--- config.mk ---
export PLATFORM = sky130hd
export DESIGN_NAME = forwarding_scoreboard
export DESIGN_NICKNAME = d
export VERILOG_FILES = /design/src/rtl/forwarding_scoreboard.sv
export SDC_FILE = /design/constraint.sdc
export NUM_CORES = 1
export LEC_CHECK = 0
export CAP_MARGIN = 20
export CORE_MARGIN = 4
export CORE_UTILIZATION = 40
export DETAILED_ROUTE_END_ITERATION = 16
export HOLD_SLACK_MARGIN = 0.06
export PLACE_DENSITY_LB_ADDON = 0.12
export SYNTH_ARGS = -nofsm -noshare
export SYNTH_HDL_FRONTEND = slang
export SYNTH_SLANG_ARGS = --single-unit
--- constraint.sdc ---
create_clock -name i_clk -period 2.4 [get_ports i_clk]
set_input_delay 0.36 -clock i_clk [delete_from_list [all_inputs] [get_ports i_clk]]
set_output_delay 0.36 -clock i_clk [all_outputs]
set_load 0.01 [all_outputs]
--- src/rtl/forwarding_scoreboard.sv ---
// Tracks in-flight register writers across DEPTH post-ID slots, selects the youngest
// forwardable producer per ID source operand, and stalls ID while a result is not yet ready.
module forwarding_scoreboard #(
    parameter int NB_REG = 5,
    parameter int N_SRC  = 2,
    parameter int DEPTH  = 3,
    parameter int NB_SEL = 3,
    parameter int NB_CNT = 16
) (
    input  logic                    i_clk,
    input  logic                    i_rst_n,
    input  logic                    i_valid_ID,
    input  logic                    i_flush,
    input  logic [N_SRC*NB_REG-1:0] i_src_ID,
    input  logic [N_SRC-1:0]        i_src_used_ID,
    input  logic [NB_REG-1:0]       i_rd_ID,
    input  logic                    i_RegWrite_ID,
    input  logic [NB_SEL-1:0]       i_ready_stage_ID,
    output logic                    o_stall,
    output logic [N_SRC*NB_SEL-1:0] o_fwd_sel,
    output logic                    o_fwd_valid,
    output logic [NB_CNT-1:0]       o_stall_count
);

    logic [DEPTH-1:0]        valid_q, valid_d;
    logic [DEPTH-1:0]        wr_q, wr_d;
    logic [NB_REG-1:0]       rd_q  [DEPTH];
    logic [NB_REG-1:0]       rd_d  [DEPTH];
    logic [NB_SEL-1:0]       rdy_q [DEPTH];
    logic [NB_SEL-1:0]       rdy_d [DEPTH];
    logic [N_SRC*NB_SEL-1:0] fwd_sel_q, fwd_sel_d;
    logic                    fwd_valid_q, fwd_valid_d;
    logic [NB_CNT-1:0]       stall_count_q, stall_count_d;

    logic [N_SRC*NB_SEL-1:0] sel_s;
    logic [N_SRC-1:0]        hazard_s;
    logic                    stall_s;
    logic                    issue_s;
    logic [NB_SEL-1:0]       rdy_in_s;

    // Youngest-match search per operand; a match in the last slot reads the register file
    always_comb begin : match_comb
        logic              found;
        logic [NB_REG-1:0] src;
        sel_s    = {(N_SRC*NB_SEL){1'b0}};
        hazard_s = {N_SRC{1'b0}};
        found    = 1'b0;
        src      = {NB_REG{1'b0}};
        for (int s = 0; s < N_SRC; s++) begin
            found = 1'b0;
            src   = i_src_ID[s*NB_REG +: NB_REG];
            for (int k = 0; k < DEPTH; k++) begin
                if (!found && i_src_used_ID[s] && (src != {NB_REG{1'b0}}) &&
                    valid_q[k] && wr_q[k] && (rd_q[k] == src)) begin
                    found = 1'b1;
                    if (k < DEPTH - 1) begin
                        sel_s[s*NB_SEL +: NB_SEL] = NB_SEL'(k + 1);
                        hazard_s[s]               = (NB_SEL'(k + 1) < rdy_q[k]);
                    end else begin
                        sel_s[s*NB_SEL +: NB_SEL] = {NB_SEL{1'b0}};
                        hazard_s[s]               = 1'b0;
                    end
                end else begin
                    found = found;
                end
            end
        end
    end

    // Stall/issue decision; flush suppresses both
    always_comb begin
        stall_s  = i_valid_ID & ~i_flush & (|hazard_s);
        issue_s  = i_valid_ID & ~i_flush & ~(|hazard_s);
        if (i_ready_stage_ID == {NB_SEL{1'b0}}) begin
            rdy_in_s = NB_SEL'(1);
        end else begin
            rdy_in_s = i_ready_stage_ID;
        end
    end

    // Next state: slot shift, slot-0 load or bubble, select register and stall counter
    always_comb begin
        valid_d       = {DEPTH{1'b0}};
        wr_d          = {DEPTH{1'b0}};
        for (int k = 0; k < DEPTH; k++) begin
            rd_d[k]  = {NB_REG{1'b0}};
            rdy_d[k] = {NB_SEL{1'b0}};
        end
        for (int k = 1; k < DEPTH; k++) begin
            valid_d[k] = valid_q[k-1];
            wr_d[k]    = wr_q[k-1];
            rd_d[k]    = rd_q[k-1];
            rdy_d[k]   = rdy_q[k-1];
        end
        if (issue_s) begin
            valid_d[0]  = 1'b1;
            wr_d[0]     = i_RegWrite_ID & (i_rd_ID != {NB_REG{1'b0}});
            rd_d[0]     = i_rd_ID;
            rdy_d[0]    = rdy_in_s;
            fwd_sel_d   = sel_s;
            fwd_valid_d = 1'b1;
        end else begin
            valid_d[0]  = 1'b0;
            fwd_sel_d   = {(N_SRC*NB_SEL){1'b0}};
            fwd_valid_d = 1'b0;
        end
        if (stall_s && (stall_count_q != {NB_CNT{1'b1}})) begin
            stall_count_d = stall_count_q + NB_CNT'(1);
        end else begin
            stall_count_d = stall_count_q;
        end
    end

    // State registers with asynchronous clear
    always_ff @(posedge i_clk or negedge i_rst_n) begin
        if (!i_rst_n) begin
            valid_q       <= {DEPTH{1'b0}};
            wr_q          <= {DEPTH{1'b0}};
            for (int k = 0; k < DEPTH; k++) begin
                rd_q[k]  <= {NB_REG{1'b0}};
                rdy_q[k] <= {NB_SEL{1'b0}};
            end
            fwd_sel_q     <= {(N_SRC*NB_SEL){1'b0}};
            fwd_valid_q   <= 1'b0;
            stall_count_q <= {NB_CNT{1'b0}};
        end else begin
            valid_q       <= valid_d;
            wr_q          <= wr_d;
            for (int k = 0; k < DEPTH; k++) begin
                rd_q[k]  <= rd_d[k];
                rdy_q[k] <= rdy_d[k];
            end
            fwd_sel_q     <= fwd_sel_d;
            fwd_valid_q   <= fwd_valid_d;
            stall_count_q <= stall_count_d;
        end
    end

    assign o_stall       = stall_s;
    assign o_fwd_sel     = fwd_sel_q;
    assign o_fwd_valid   = fwd_valid_q;
    assign o_stall_count = stall_count_q;

endmodule

==> impl_metrics.ini, run 1 <==
[sta]
rsz0062_at_grt = yes
timing.final.crit_share_pct = 104
relSlewSlack_pct = 42.8
fmax_mhz = 400
setup_tns_ps = -98.0
period_minus_slack_ps = 2500
finalClockSkew_ps = 8.68
hold_viol = 0
finalMaxSlewViolations = 0
setup_violations = 1
tightest_slew_ps = 858
fin_ws_ps = -98.0

[run_status]
violations = setup timing
status = finished with violations

[job]
drv_cap = 0

[global_routing]
grt_pass1_wl_um = 6880
grt_pass1_vias = 1420
track_usage_pct = 14.7
grt_max_degree = 41
grt_overflow = 0
grt_antenna_before_repair = 0

[power]
cellLeakagePower_nw = 1.15
power.density_nw_per_um2 = 522
irDropWorstVdd_mv = 0.337
totalPowerFinal_mw = 1.37

[layout]
final_cells = 275
antenna_cells = 0
syn2layout_area_growth_pct = 41.0
drive_gt1_share_pct = 21.1
nNetsFinal = 248
fin_area_sq_um = 2620

[setup_path]
start_kind = register
endpoint_kind = output port
worst_ep_arrival_time_ps = 2140
ff2ff_path_depth = 8
worstPathMaxFanout = 2
critical_path_class = register to output port
worstPathRequired_ps = 2040

[detailed_routing]
wl_um = 4050
drt-pass1-iter-count = 5
drt-initial-drc-count = 87
drc = 0
num_vias = 1398
ant_nets = 0
wire_per_inst_um = 14.7
vias_per_cell = 5.08

[synthesis]
synth.most_common_cell = dfrtp_1
synthTopCellsByArea = dfrtp_1, xnor2_1, and2_1
yosys.area.top_type_share_pct = 53.9
synth-edff-count = 0
synth_warnings = 0
async_flop_share_pct = 100
synth_top_cell_by_area = dfrtp_1
synthCells = 155
seq_area_frac_synth_pct = 53.9
syn_area_per_cell_sq_um = 12.0
yosys-top-cells-count = dfrtp_1, xnor2_1, and2_1
netlist_area_sq_um = 1860
ys_ff_latch = 40
synth_cell_types = 37
ys.flop_type = dfrtp_1

[floorplanning]
coreArea_sq_um = 4410
rows = 24
die_y_um = 76.1
fp.dieW_um = 76.1
initial_core_util_pct = 42.1
ioPinCount = 49
die_area_sq_um = 5800

[clocking]
clock_latency_ps = 300
clk_pin_slew_worst_paths_ps = 80
cts_inserted_buffers = 5
clk_path_buf_depth = 2
cts_root_buf = clkbuf_8
clock-sinks = 40
hold_buffers = 0
htreeDepth = 2
cts_tree = built

[placement]
dp.cells = 266
gp_congestion = 0.812
portBuffers = 46
dpl_worst_slack_ps = -761
placed_area_sq_um = 2470
dpl.hpwl_um = 3050

[hold_path]
hp-class = input port to async pin
==> worst max-delay path, cell delays in order (launching register included) <==
cell     delay, ps
dfrtp_1        430
buf_4          160
xor2_1         130
or4_4          480
o22a_1         240
o21ai_4        130
nor2b_4        160
buf_6          110
==> state kept, by name, summed over array words and instances (netlist names) <==
name	cells
o_stall_count	16
rd_d	10
rdy_d	6
o_fwd_sel	4
valid_q	2
wr_q	2
==> cells in the final DEF (no fill, tap or decap), drive strengths merged <==
master and instances:
or3 1, clkinvlp 1, o22ai 1, a31oi 1, mux2i 1, o21a 1, nor4 4, dfrtp 40
nand2 3, bufinv 1, clkdlybuf4s50 34, nand4b 2, dlygate4sd2 10, xor2 4, clkinv 1, o311a 1
clkbuf 5, nand3 9, conb 2, o22a 1, nand2b 1, a21oi 1, xnor2 30, o21ai 3
nand4 10, ha 1, or4 4, nor2 5, buf 21, nor2b 1, inv 2, mux2 1
and2 11, and3 9
==> kinds of logic (layout without fill, tap and decap cells) <==
kind of cell	Yosys count	after routing	share of synthesized area, %
multiplexers	2	2	1.35
other	1	2	0.202
XOR/XNOR	34	34	16.0
adder cells (fa/ha/maj)	1	1	0.674
flip-flops	40	40	53.9
buffers and inverters	8	75	2.76
AO/OA/AOI/OAI	9	9	3.77
AND/OR/NAND/NOR	60	60	21.3
==> path summary, 6_finish.rpt <==
path	from	to	slack, ps
setup / recovery	rd_d[2]	o_stall	-100
hold / removal	i_rst_n	o_stall_count[0]	160
setup reg to reg	rd_d[2]	o_stall_count[1]	30
hold reg to reg	rdy_d[3]	rdy_d[0]	360
max in group asynchronous	i_rst_n	o_fwd_sel[0]	1690
min in group i_clk	rdy_d[3]	rdy_d[0]	360
==> timing repair <==
item	4_1_cts	5_1_grt
pin swaps	7	4
resized for setup	21	2
gates cloned	0	0
setup buffers	0	1
endpoints found under the setup margin	29	29
==> per-stage QoR <==
step	hold slack (ps)	utilization (%)
final	160	59.3
after global routing	246	59.3
after CTS	206	58.8
after detailed placement	346	56.0
after global placement	341	56.0
after floorplan	64.4	-
==> final cells by class <==
| class | instances | area (sq um) |
|---|---|---|
| Clock buffer | 5 | 68.8 |
| Clock inverter | 3 | 42.5 |
| Fill cell | 363 | 1800 |
| Inverter | 2 | 7.51 |
| Multi-Input combinational cell | 108 | 847 |
| Sequential cell | 40 | 1000 |
| Tap cell | 52 | 65.1 |
| Timing Repair Buffer | 65 | 587 |
==> report_power, final <==
part	leakage, nW	switching (mW)	internal [mW]
Clock	0.0541	0.238	0.308
Combinational	0.549	0.0564	0.0669
Sequential	0.542	0.0104	0.687
Total	1.15	0.304	1.06
==> routing by layer <==
metal	part of all wire [%]	vias to the layer above	GRT usage [%]	wire, um
li1	-	671	-	-
met1	42	670	19.3	1710
met2	49	50	22.9	1970
met3	7.9	7	4.85	319
met4	1.3	0	4.72	53
met5	0	-	0	0
(Power assumes the default switching activity.)
==> run 2: changes to the inputs <==
==> constraint.sdc (replaced) <==
create_clock -name i_clk -period 3 [get_ports i_clk]
set_input_delay 0.45 -clock i_clk [delete_from_list [all_inputs] [get_ports i_clk]]
set_output_delay 0.45 -clock i_clk [all_outputs]
set_load 0.01 [all_outputs]
==> run 2 against run 1 <==
Compared with the run above:
- the run now ends clean
- worst setup slack improved by 190 ps
- final cell count decreased by 1.8%
- count of clock-buffer cells in the layout unchanged
- register-to-register slack improved by 510 ps
- routed wire length decreased by 3.1%
- non-clock buffer count decreased by 5
- first-iteration DRC count decreased by 2.3%
- largest cell class unchanged
- worst hold slack improved by 110 ps
- critical path depth increased by 1
- combinational power decreased by 20%
- clock skew increased by 3.9 ps
- utilization decreased by 0.23 points
==> impl_metrics.ini, run 2 (synthesis gave the netlist of run 1 again) <==
[global_routing]
grt_pass1_wl_um = 6540
grt_most_used_layer = met2
grt_max_degree = 41
use_met2_pct = 21.7
grt_util_met3_pct = 3.19
grtUsageMet1_pct = 18.3
grt_antenna_before_repair = 0
grt_overflow = 0
grt_pass1_vias = 1408
track_usage_pct = 13.7

[hold_path]
hp-class = input port to async pin

[detailed_routing]
wl_um = 3920
vias_per_cell = 4.96
drc = 0
wire_per_inst_um = 14.5
ant_nets = 0
drt-pass1-iter-count = 4
num_vias = 1340
drt-initial-drc-count = 85

[sta]
tightest_slew_ps = 858
finalClockSkew_ps = 12.5
finalMaxSlewViolations = 0
rsz0062_at_grt = no
period_minus_slack_ps = 2910
hold_viol = 0
relSlewSlack_pct = 42.8
timing.final.crit_share_pct = 96.9
setup_violations = 0
fmax_mhz = 344

[clocking]
htreeDepth = 2
cts_root_buf = clkbuf_8
clk_pin_slew_worst_paths_ps = 80
cts_inserted_buffers = 5
clock-sinks = 40
clock_latency_ps = 290
clk_path_buf_depth = 2
cts_tree = built
post-cts-setup-buffer-count = 0

[layout]
final_common_cell = dfrtp_1
largest_reg_flops = 16
nNetsFinal = 243
nFillCells = 368
final_cell_mix = dfrtp_1, clkdlybuf4s50_1, xnor2_1
syn2layout_area_growth_pct = 40.5
drive_gt1_share_pct = 19.3
final_cells = 270
antenna_cells = 0

[setup_path]
endpoint_kind = output port
worstPathRequired_ps = 2550
worstPathMaxFanout = 2
start_kind = input port
critical_path_class = input port to output port
worst_ep_arrival_time_ps = 2460

[floorplanning]
initial_core_util_pct = 42.1
fp.dieW_um = 76.1
die_y_um = 76.1
rows = 24
coreArea_sq_um = 4410
die_area_sq_um = 5800
ioPinCount = 49

[power]
cellLeakagePower_nw = 1.18
irDropWorstVdd_mv = 0.300
power.density_nw_per_um2 = 417
totalPowerFinal_mw = 1.09

[placement]
dp.cells = 262
gp_congestion = 0.811
portBuffers = 46
dpl.hpwl_um = 2950

[job]
drv_cap = 0

[run_status]
status = complete, no violations
[run 2: cell types whose count changed in the layout (fill, tap and decap cells not counted), sizes merged]
cell / before / now
clkdlybuf4s50: 34 / 35
buf: 21 / 15
dlygate4sd2: 10 / 1
clkdlybuf4s15: 0 / 1
dlymetal6s2s: 0 / 8
[run 2: critical path, stage by stage]
cell and delay (ps):
clkdlybuf4s50_1 490, or4_1 130, o21ai_2 70, or4_4 540, o22a_1 240, o21ai_4 160, nor2b_4 140, clkdlybuf4s15_2 220
[run 2: metal layers]
layer,routed length (um),share of wire (%)
met1,1870,48
met2,1840,47
met3,170,4.3
met4,44,1.1
met5,0,0
[run 2: layout make-up]
cell class | instances | area (sq um) | area share, %
clock inverters | 3 | 42.5 | 1.63
multi-input cells | 108 | 843 | 32.3
clock buffers | 5 | 68.8 | 2.64
repair buffers | 60 | 581 | 22.3
flip-flops and latches | 40 | 1000 | 38.4
well taps | 52 | 65.1 | 2.49
inverters | 2 | 7.51 | 0.288
[run 2: report_power, final]
part	internal [mW]	leakage, nW	switching, mW
registers	0.550	0.542	0.00833
clock network	0.246	0.0541	0.184
logic	0.0539	0.579	0.0444
[run 2: path summary, 6_finish.rpt]
check / start / to / slack, ps / cells past startpoint
setup / recovery: i_src_ID[2] / o_stall / 90 / 8
hold / removal: i_rst_n / o_stall_count[0] / 270 / 1
setup reg to reg: rd_d[4] / o_stall_count[1] / 540 / 8
hold reg to reg: rdy_d[3] / rdy_d[0] / 350 / 0
max in group asynchronous: i_rst_n / rdy_d[5] / 2180 / 1
min in group i_clk: rdy_d[3] / rdy_d[0] / 350 / 0
[run 2: metrics by stage]
step / worst slack (ps) / cell area (sq um) / utilization (%) / setup TNS, ps / hold WS [ps]
final: 91.9 / 2610 / 59.1 / 0 / 266
after global routing: 28.5 / 2610 / 59.1 / 0 / 339
after CTS: 8.79 / 2560 / 58.1 / 0 / 300
after detailed placement: -347 / 2440 / 55.3 / -350 / 336
after global placement: -300 / 2440 / 55.3 / -300 / 341
after floorplan: 453 / 1860 / - / 0 / 154
[run 2: repair_timing]
item | 4_1_cts | 5_1_grt
gates resized for setup | 6 | 13
endpoints found under the setup margin | 1 | 1
pin swaps | 0 | 2
hold buffers | 0 | 0
==> run 3: changes to the inputs <==
==> constraint.sdc (replaced) <==
create_clock -name i_clk -period 3 [get_ports i_clk]
set_input_delay 0.6 -clock i_clk [delete_from_list [all_inputs] [get_ports i_clk]]
set_output_delay 0.6 -clock i_clk [all_outputs]
set_load 0.01 [all_outputs]
==> run 3 against run 2 <==
Compared with the run above:
- flip-flop and latch count is the same
- register-to-register slack gained 50 ps
- sequential power is essentially flat
- die area is the same
- worst setup slack lost 9.2 ps
- global-route usage grew 0.50 points
- via count grew 0.97%
- final cell count grew 0.37%
- sequential share of layout area shrank 0.35 points
- routed wire length grew 2.8%
- non-clock buffer count grew 1
- fmax shrank 0.32%
- largest power group unchanged
- highest routed layer unchanged
==> impl_metrics.ini, run 3 (synthesis gave the netlist of run 1 again) <==
[layout]
largest_reg_flops = 16
final_cells = 271
syn2layout_area_growth_pct = 41.8
nNetsFinal = 244
final_cell_mix = dfrtp_1, clkdlybuf4s50_1, xnor2_1
nFillCells = 381
drive_gt1_share_pct = 21.5
antenna_cells = 0
final_common_cell = dfrtp_1

[clocking]
clk_path_buf_depth = 2
clock_latency_ps = 290
clock-sinks = 40
cts_tree = built
cts_inserted_buffers = 5
htreeDepth = 2
cts_root_buf = clkbuf_8
clk_pin_slew_worst_paths_ps = 70
hold_buffers = 0

[setup_path]
worstPathRequired_ps = 2400
r2r_slack_ps = 590
startpoint = i_src_ID[1]
max_stage_delay_ps = 520
path_cells = dlygate4sd2_1 > xnor2_1 > nand4_1 > or4_4 > o22a_1 > o21ai_4 > nor2b_4 > buf_6
critical_path_class = input port to output port
endpoint_kind = output port
worst_ep_arrival_time_ps = 2320
cpMaxStageDelayCell = or4_4
regToRegEndpoint = o_stall_count[1]
start_kind = input port
rr_startpoint = rd_d[0]
worstPathMaxFanout = 3
cp-endpoint = o_stall
ff2ff_path_depth = 8

[global_routing]
grt_antenna_before_repair = 0
grt_overflow = 0
grt_max_degree = 41
grt_pass1_vias = 1416
track_usage_pct = 14.2
grt_pass1_wl_um = 6710

[job]
drv_cap = 0

[detailed_routing]
wl_um = 4030
drt-pass1-iter-count = 4
num_vias = 1353
drt-initial-drc-count = 25
wire_per_inst_um = 14.9
vias_per_cell = 4.99
drc = 0
ant_nets = 0

[hold_path]
hp-class = register to register

[sta]
relSlewSlack_pct = 43.7
finalMaxSlewViolations = 0
period_minus_slack_ps = 2920
timing.final.crit_share_pct = 97.2
setup_tns_ps = 0
fmax_mhz = 343
tightest_slew_ps = 844
holdWs_ps = 353
setup_violations = 0
hold_viol = 0
finalClockSkew_ps = 4.09

[power]
p_int_uw = 896
power.share.clock_pct = 41.9
power.density_nw_per_um2 = 430
cellLeakagePower_nw = 1.16
power_frac_seq_pct = 49.4
irDropWorstVdd_mv = 0.384
p_sw_share_pct = 20.8
combPwrFrac_pct = 8.7
p_sw_uw = 235

[placement]
portBuffers = 46
gp_congestion = 0.810
dpl.hpwl_um = 3060
dp.cells = 263

[floorplanning]
fp.dieW_um = 76.1
coreArea_sq_um = 4410
rows = 24
die_y_um = 76.1
initial_core_util_pct = 42.1
die_area_sq_um = 5800
ioPinCount = 49

[run_status]
status = complete, no violations
-- run 3: changes by cell type in the layout (fill, tap and decap cells not counted), sizes merged --
cell / previous run / this run
clkinv: 1 / 0
clkbuf: 5 / 8
clkinvlp: 1 / 0
clkdlybuf4s50: 35 / 32
buf: 15 / 17
dlygate4sd2: 1 / 8
dlymetal6s2s: 8 / 2
-- run 3: per-stage QoR --
step | power, mW | setup slack (ps) | instance area (sq um) | util [%]
final | 1.13 | 82.7 | 2630 | 59.6
after global routing | 1.17 | -7.69 | 2630 | 59.6
after CTS | 1.14 | 37.6 | 2590 | 58.7
after detailed placement | 0.667 | -619 | 2450 | 55.5
after global placement | 0.664 | -599 | 2450 | 55.5
after floorplan | 0.604 | 153 | 1860 | -
-- run 3: critical path, delay by kind of cell --
family / cells / cell delay, ps
AND/OR/NAND/NOR: 3 / 790
XOR/XNOR: 1 / 170
buffers and inverters: 2 / 380
AO/OA/AOI/OAI: 2 / 380
-- run 3: worst min-delay path by stage --
| stage | start | endpoint | cells after the start |
|---|---|---|---|
| 6_report | rdy_d[3] | rdy_d[0] | 0 |
| 2_1_floorplan | i_rst_n | o_fwd_sel[0] | 0 |
| 5_1_grt | rdy_d[3] | rdy_d[0] | 0 |
| 3_3_place_gp | rdy_d[3] | rdy_d[0] | 0 |
| 4_1_cts | rdy_d[3] | rdy_d[0] | 0 |
| 3_5_place_dp | rdy_d[3] | rdy_d[0] | 0 |
-- run 3: area by class of cell --
| cell class | instances | area (sq um) | share of cell area [%] |
|---|---|---|---|
| Sequential cell | 40 | 1000 | 38.0 |
| Timing Repair Buffer | 61 | 559 | 21.2 |
| Clock inverter | 1 | 30.0 | 1.14 |
| Multi-Input combinational cell | 108 | 873 | 33.2 |
| Tap cell | 52 | 65.1 | 2.47 |
| Clock buffer | 7 | 96.3 | 3.66 |
| Inverter | 2 | 7.51 | 0.285 |
-- run 3: timing repair --
item | 4_1_cts | 5_1_grt
pin swaps | 1 | 4
setup buffers | 0 | 0
setup endpoints to repair | 1 | 1
resized for setup | 21 | 11
-- run 3: power groups by stage --
stage / clock [mW] / sequential (mW) / combinational (mW)
4_1_cts: 0.486 / 0.558 / 0.0964
3_5_place_dp: 0 / 0.569 / 0.0986
3_3_place_gp: 0 / 0.569 / 0.0953
5_1_grt: 0.504 / 0.560 / 0.109
2_1_floorplan: 0 / 0.567 / 0.0367
6_report: 0.474 / 0.558 / 0.0987
-- run 3: routing by layer --
layer | part of all wire (%) | track usage [%] | vias up
li1 | - | - | 659
met1 | 44 | 17.8 | 658
met2 | 50 | 23.1 | 34
met3 | 5.1 | 4.14 | 2
met4 | 0.74 | 5.24 | 0
met5 | 0 | 0 | -
